**config.mk**
```make
export PLATFORM = sky130hd
export DESIGN_NAME = ps2_scancode_decoder
export DESIGN_NICKNAME = d
export VERILOG_FILES = /design/src/rtl/ps2_scancode_decoder.sv
export SDC_FILE = /design/constraint.sdc
export NUM_CORES = 1
export LEC_CHECK = 0
export ABC_AREA = 1
export CELL_PAD_IN_SITES_DETAIL_PLACEMENT = 0
export CELL_PAD_IN_SITES_GLOBAL_PLACEMENT = 1
export CORE_MARGIN = 2
export CORE_UTILIZATION = 44
export CTS_CLUSTER_DIAMETER = 100
export DETAILED_ROUTE_END_ITERATION = 16
export GPL_TIMING_DRIVEN = 1
export PLACE_DENSITY_LB_ADDON = 0.1
export SLEW_MARGIN = 20
export SYNTH_ARGS = -nofsm -noshare
export SYNTH_HDL_FRONTEND = slang
export SYNTH_SLANG_ARGS = --single-unit
```
**constraint.sdc**
```tcl
create_clock -name clk -period 3 [get_ports clk]
set_input_delay 0.45 -clock clk [delete_from_list [all_inputs] [get_ports clk]]
set_output_delay 0.45 -clock clk [all_outputs]
set_load 0.02 [all_outputs]
```
**src/rtl/ps2_scancode_decoder.sv**
```systemverilog
// PS/2 Set 2 scan-code decoder.
// Turns the receiver's byte stream into key events {code, extended, break}
// by folding the E0 / F0 / E1 prefixes, then queues the events in a small
// FIFO that the key-processing logic drains with ev_pop.
module ps2_scancode_decoder #(
  parameter int FIFO_DEPTH     = 4,
  parameter int TIMEOUT_CYCLES = 2500000,
  parameter int CNT_W          = 22
) (
  input  logic                         clk,
  input  logic                         rst,
  input  logic                         rx_valid,
  input  logic [7:0]                   rx_data,
  input  logic                         ev_pop,
  output logic                         ev_valid,
  output logic [7:0]                   ev_code,
  output logic                         ev_ext,
  output logic                         ev_break,
  output logic [$clog2(FIFO_DEPTH):0]  ev_count,
  output logic                         overflow,
  output logic                         err_pulse
);

  localparam int                AW       = $clog2(FIFO_DEPTH);
  localparam logic [AW:0]       FULL_CNT = (AW+1)'(FIFO_DEPTH);
  localparam logic [CNT_W-1:0]  TMO_LAST = CNT_W'(TIMEOUT_CYCLES - 1);

  typedef enum logic [2:0] {
    ST_IDLE       = 3'd0,
    ST_GOT_E0     = 3'd1,
    ST_GOT_F0     = 3'd2,
    ST_GOT_E0F0   = 3'd3,
    ST_SKIP_PAUSE = 3'd4
  } state_t;

  // Bytes the keyboard sends as command replies, never as key data.
  function automatic logic is_ctrl_response(input logic [7:0] b);
    return (b == 8'hFA) || (b == 8'hAA) || (b == 8'hEE) ||
           (b == 8'hFE) || (b == 8'hFF);
  endfunction

  // Bytes that can never follow a break prefix.
  function automatic logic is_bad_after_f0(input logic [7:0] b);
    return (b == 8'h00) || (b == 8'hE0) || (b == 8'hF0) || (b == 8'hE1);
  endfunction

  state_t            state_r, state_nxt_s;
  logic [2:0]        skip_r, skip_nxt_s;
  logic [CNT_W-1:0]  tmo_cnt_r;
  logic              tmo_hit_s;
  logic              push_s;
  logic [9:0]        push_ev_s;   // {code, ext, brk}
  logic              err_s;
  logic              err_pulse_r;

  logic [9:0]        mem_r [FIFO_DEPTH];
  logic [AW-1:0]     wr_ptr_r, rd_ptr_r;
  logic [AW:0]       count_r;
  logic              overflow_r;
  logic              pop_s, full_s, wr_en_s;
  logic [9:0]        head_s;

  // A timeout fires only while inside a sequence and only when no byte competes.
  assign tmo_hit_s = !rx_valid && (state_r != ST_IDLE) && (tmo_cnt_r == TMO_LAST);

  // Next-state, event and error decode for the prefix FSM.
  always_comb begin
    state_nxt_s = state_r;
    skip_nxt_s  = skip_r;
    push_s      = 1'b0;
    push_ev_s   = 10'h000;
    err_s       = 1'b0;
    if (rx_valid) begin
      case (state_r)
        ST_IDLE: begin
          if (rx_data == 8'hE0) begin
            state_nxt_s = ST_GOT_E0;
          end else if (rx_data == 8'hF0) begin
            state_nxt_s = ST_GOT_F0;
          end else if (rx_data == 8'hE1) begin
            state_nxt_s = ST_SKIP_PAUSE;
            skip_nxt_s  = 3'd7;
          end else if (rx_data == 8'h00) begin
            err_s = 1'b1;
          end else if (is_ctrl_response(rx_data)) begin
            state_nxt_s = ST_IDLE;
          end else begin
            push_s    = 1'b1;
            push_ev_s = {rx_data, 1'b0, 1'b0};
          end
        end
        ST_GOT_E0: begin
          state_nxt_s = ST_IDLE;
          if (rx_data == 8'hF0) begin
            state_nxt_s = ST_GOT_E0F0;
          end else if (rx_data == 8'hE0) begin
            state_nxt_s = ST_GOT_E0;
          end else if (rx_data == 8'h12) begin
            state_nxt_s = ST_IDLE;        // fake shift
          end else if ((rx_data == 8'h00) || (rx_data == 8'hE1)) begin
            err_s = 1'b1;
          end else begin
            push_s    = 1'b1;
            push_ev_s = {rx_data, 1'b1, 1'b0};
          end
        end
        ST_GOT_F0: begin
          state_nxt_s = ST_IDLE;
          if (is_bad_after_f0(rx_data)) begin
            err_s = 1'b1;
          end else begin
            push_s    = 1'b1;
            push_ev_s = {rx_data, 1'b0, 1'b1};
          end
        end
        ST_GOT_E0F0: begin
          state_nxt_s = ST_IDLE;
          if (rx_data == 8'h12) begin
            state_nxt_s = ST_IDLE;        // fake shift release
          end else if (is_bad_after_f0(rx_data)) begin
            err_s = 1'b1;
          end else begin
            push_s    = 1'b1;
            push_ev_s = {rx_data, 1'b1, 1'b1};
          end
        end
        ST_SKIP_PAUSE: begin
          skip_nxt_s = skip_r - 3'd1;
          if (skip_r == 3'd1) begin
            state_nxt_s = ST_IDLE;
            push_s      = 1'b1;
            push_ev_s   = {8'hE1, 1'b0, 1'b0};
          end else begin
            state_nxt_s = ST_SKIP_PAUSE;
          end
        end
        default: begin
          state_nxt_s = ST_IDLE;
        end
      endcase
    end else if (tmo_hit_s) begin
      state_nxt_s = ST_IDLE;
      err_s       = 1'b1;
    end else begin
      state_nxt_s = state_r;
    end
  end

  // FSM state, pause-skip counter and registered error strobe.
  always_ff @(posedge clk or posedge rst) begin
    if (rst) begin
      state_r     <= ST_IDLE;
      skip_r      <= 3'd0;
      err_pulse_r <= 1'b0;
    end else begin
      state_r     <= state_nxt_s;
      skip_r      <= skip_nxt_s;
      err_pulse_r <= err_s;
    end
  end

  // Inter-byte idle counter; only runs while a sequence is open.
  always_ff @(posedge clk or posedge rst) begin
    if (rst) begin
      tmo_cnt_r <= '0;
    end else if (rx_valid || (state_r == ST_IDLE) || tmo_hit_s) begin
      tmo_cnt_r <= '0;
    end else begin
      tmo_cnt_r <= tmo_cnt_r + CNT_W'(1);
    end
  end

  // A pop frees a slot in the same edge, so a full FIFO still accepts push+pop.
  assign pop_s   = ev_pop && (count_r != '0);
  assign full_s  = (count_r == FULL_CNT);
  assign wr_en_s = push_s && (!full_s || pop_s);

  // Event storage.
  always_ff @(posedge clk or posedge rst) begin
    if (rst) begin
      for (int i = 0; i < FIFO_DEPTH; i++) begin
        mem_r[i] <= 10'h000;
      end
    end else if (wr_en_s) begin
      mem_r[wr_ptr_r] <= push_ev_s;
    end else begin
      mem_r[wr_ptr_r] <= mem_r[wr_ptr_r];
    end
  end

  // FIFO pointers, occupancy and sticky overflow flag.
  always_ff @(posedge clk or posedge rst) begin
    if (rst) begin
      wr_ptr_r   <= '0;
      rd_ptr_r   <= '0;
      count_r    <= '0;
      overflow_r <= 1'b0;
    end else begin
      if (wr_en_s) begin
        wr_ptr_r <= wr_ptr_r + AW'(1);
      end
      if (pop_s) begin
        rd_ptr_r <= rd_ptr_r + AW'(1);
      end
      case ({wr_en_s, pop_s})
        2'b10:   count_r <= count_r + (AW+1)'(1);
        2'b01:   count_r <= count_r - (AW+1)'(1);
        default: count_r <= count_r;
      endcase
      if (push_s && !wr_en_s) begin
        overflow_r <= 1'b1;
      end
    end
  end

  assign head_s    = mem_r[rd_ptr_r];
  assign ev_valid  = (count_r != '0);
  assign ev_code   = ev_valid ? head_s[9:2] : 8'h00;
  assign ev_ext    = ev_valid ? head_s[1]   : 1'b0;
  assign ev_break  = ev_valid ? head_s[0]   : 1'b0;
  assign ev_count  = count_r;
  assign overflow  = overflow_r;
  assign err_pulse = err_pulse_r;

endmodule

```
==> impl_metrics.json, run 1 <==
{
  "drtPass1Iterations": 5,
  "cp.required_ns": 2.55,
  "htree_levels": 3,
  "postCtsSetupRepairBufs": 0,
  "clkTransAtPathRegs_ns": 0.07,
  "status": "completed",
  "cts_root_buffer": "clkbuf_16",
  "cts_tree": "built",
  "fill_cells": 1069,
  "n_antenna_cell": 0,
  "num_vias": 4761,
  "drv_slew": 0,
  "grtUsageTotal": 0.242,
  "synth_top_cell_area_share": 0.387,
  "vias_per_cell": 5.53,
  "netlist-cell-type-count": 34,
  "yosysTopAreaCell": "dfrtp_1",
  "worstSetupStartpointType": "flop",
  "syn_nets": 707,
  "ir_drop_uv": 570,
  "synth_area_um2": 4970,
  "min_period_over_period": 0.903,
  "period_minus_slack_ns": 2.71,
  "netlist_instances": 687,
  "ys_ff_latch": 77,
  "cts_resized": 0,
  "hp-class": "in -> async",
  "nNetsFinal": 737,
  "clock_path_buffers": 2,
  "critPathKind": "reg -> out",
  "finalHoldViolCount": 0,
  "die_h_um": 110,
  "path_max_fanout": 18,
  "synth-edff-count": 0,
  "overflow": 0,
  "switching_power_mw": 2.59,
  "cap_violations": 0,
  "clock_sinks": 77,
  "multi_input_area_um2": 2570,
  "wire_per_inst_um": 15.5,
  "tns_ns": 0,
  "core_um2": 10900,
  "dominantRegCellSynth": "dfrtp_1",
  "start_util": 0.455,
  "gp_congestion": 0.938,
  "power_density_nw_per_um2": 994,
  "comb_power_share": 0.533,
  "clkPwrFrac": 0.185,
  "fp-row-count": 38,
  "r2r_setup_slack_ns": 0.67,
  "die_x_um": 110,
  "seqPwrFrac": 0.282,
  "rsz0062_at_grt": "no",
  "slew_headroom": 0.344,
  "synth-seq-area-share": 0.387,
  "worst-endpoint-arrival_ns": 2.26,
  "p_leak_nw": 2.59,
  "ant_nets": 0,
  "synth.most_common_cell": "nand3_1",
  "syn2layout_area_growth_pct": 15.6,
  "seq_area_um2": 1930,
  "portBuffers": 27,
  "insertion_delay_ns": 0.35,
  "hpwl_um": 9450,
  "clock_skew_ns": 0.0149,
  "power_mw": 5.72,
  "ys_top_cells_by_count": "101 x nand3_1, 95 x nand2_1, 80 x inv_1",
  "ctsHoldBuffers": 0,
  "wirelength_um": 13300,
  "p_sw_frac": 0.453,
  "yosysWarnings": 0,
  "grt_pass1_vias": 4538,
  "timing.fmax_mhz": 369,
  "numCtsBuffers": 9,
  "dieArea_um2": 12200,
  "drive_above_1_share": 0.0985,
  "synth-async-reset-ratio": 1.00,
  "worstMarginPinSlew_ns": 0.984,
  "grt_pass1_wl_um": 22500,
  "drt_first_iter_violations": 336,
  "finalSetupViolations": 0,
  "syn_area_per_cell_um2": 7.24,
  "p_int_mw": 3.13,
  "grt_start_max_net_pins": 49,
  "stdcell_area_um2": 5750,
  "io_pins": 28,
  "drc": 0,
  "cp-end-kind": "output port",
  "antenna_found_initial": 0,
  "post_dp_cell_area_um2": 5460,
  "synth_top_cells_by_area": "dfrtp_1 39%, nand3_1 10%, nand2_1 7.2%, a21oi_1 6.3%, inv_1 6.0%"
}
[metrics by stage]
| step | util | std cells | worst slack, ns | hold WS, ns |
|---|---|---|---|---|
| after global routing | 0.526 | 861 | 0.112 | 0.481 |
| after global placement | 0.499 | 846 | 0.168 | 0.452 |
| after floorplan | - | 687 | 0.583 | 0.433 |
| final | 0.526 | 861 | 0.290 | 0.456 |
| after detailed placement | 0.499 | 846 | 0.0900 | 0.460 |
| after CTS | 0.525 | 861 | 0.120 | 0.469 |
[state kept, by name, summed over array words and instances, names as in the netlist]
| name | count |
|---|---|
| skip_r | 3 |
| state_r | 3 |
| ev_count | 3 |
| err_pulse | 1 |
| rd_ptr_r | 2 |
| wr_ptr_r | 2 |
| tmo_cnt_r | 22 |
| mem_r | 40 |
| overflow | 1 |
[final cells by class]
type | instances | area share
well taps | 140 | 0.0305
flip-flops and latches | 77 | 0.335
repair buffers | 48 | 0.0810
clock inverters | 3 | 0.00327
multi-input cells | 496 | 0.447
inverters | 85 | 0.0564
clock buffers | 12 | 0.0464
[routing by layer]
layer,track usage,share of wire,up-vias
li1,-,-,2365
met1,0.347,0.48,2244
met2,0.363,0.44,134
met3,0.0423,0.055,18
met4,0.0920,0.018,0
met5,0,0,-
[cell usage in the layout (no fill, tap or decap)]
| cell | count |
|---|---|
| a21oi_1 | 63 |
| a22oi_1 | 1 |
| a2bb2oi_1 | 2 |
| a31oi_1 | 3 |
| and3_1 | 1 |
| buf_12 | 3 |
| buf_4 | 18 |
| clkbuf_16 | 9 |
| clkbuf_8 | 3 |
| clkdlybuf4s50_1 | 27 |
| clkinv_1 | 2 |
| clkinv_2 | 3 |
| clkinvlp_4 | 1 |
| dfrtp_1 | 77 |
| fa_1 | 1 |
| ha_1 | 7 |
| inv_1 | 79 |
| inv_2 | 2 |
| inv_6 | 1 |
| nand2_1 | 95 |
| nand2_2 | 8 |
| nand2_4 | 4 |
| nand3_1 | 101 |
| nand3_2 | 2 |
| nand4_1 | 9 |
| nor2_1 | 77 |
| nor2_2 | 3 |
| nor2_4 | 8 |
| nor3_1 | 20 |
| nor3_2 | 1 |
| nor4_1 | 4 |
| o211ai_1 | 15 |
| o211ai_2 | 4 |
| o21ai_0 | 53 |
| o21ai_2 | 1 |
| o21bai_1 | 1 |
| o22ai_1 | 7 |
| xor2_1 | 5 |
[cell families (layout without fill, tap and decap cells)]
group                      count (synthesis)  in the layout  share of synthesized area
adders and majority gates                  8              8                     0.0216
buffers and inverters                    114            148                     0.0956
DFF                                       77             77                      0.387
and+or+nand+nor                          333            333                      0.316
xor gates and xnor gates                   5              5                    0.00880
AOI/OAI and AO/OA                        150            150                      0.170
[critical path: stages, from the launching register on]
cell and delay [ns]:
dfrtp_1 0.39, clkinvlp_4 0.33, a21oi_1 0.23, o21ai_0 0.10, a21oi_1 0.21, clkdlybuf4s50_1 0.64
[power groups by stage]
stage	Combinational [mW]	Sequential (mW)	Clock [mW]
after CTS	3.05	1.61	1.08
after detailed placement	3.03	1.62	0
after global routing	3.39	1.65	1.13
after floorplan	2.03	1.59	0
final	3.05	1.61	1.06
after global placement	3.00	1.62	0
[final timing paths]
kind,cells past startpoint,startpoint,endpoint
min reg2reg,1,tmo_cnt_r[18]$_DFF_PP0_,tmo_cnt_r[18]$_DFF_PP0_
min in group clk,1,tmo_cnt_r[18]$_DFF_PP0_,tmo_cnt_r[18]$_DFF_PP0_
max,5,rd_ptr_r[0]$_DFFE_PP0P_,ev_break
max reg2reg,16,state_r[0]$_DFFE_PP0P_,ev_count[2]$_DFFE_PP0P_
min,2,rst,mem_r[8]$_DFFE_PP0P_
max in group asynchronous,3,rst,tmo_cnt_r[9]$_DFF_PP0_
Power figures use the tool's default switching activity.
==> inputs of run 2 (changes only) <==
Settings changed: CTS_CLUSTER_SIZE set to 20.
==> results of run 2 <==
No change in the layout: final DEF, timing and power equal those of run 1.
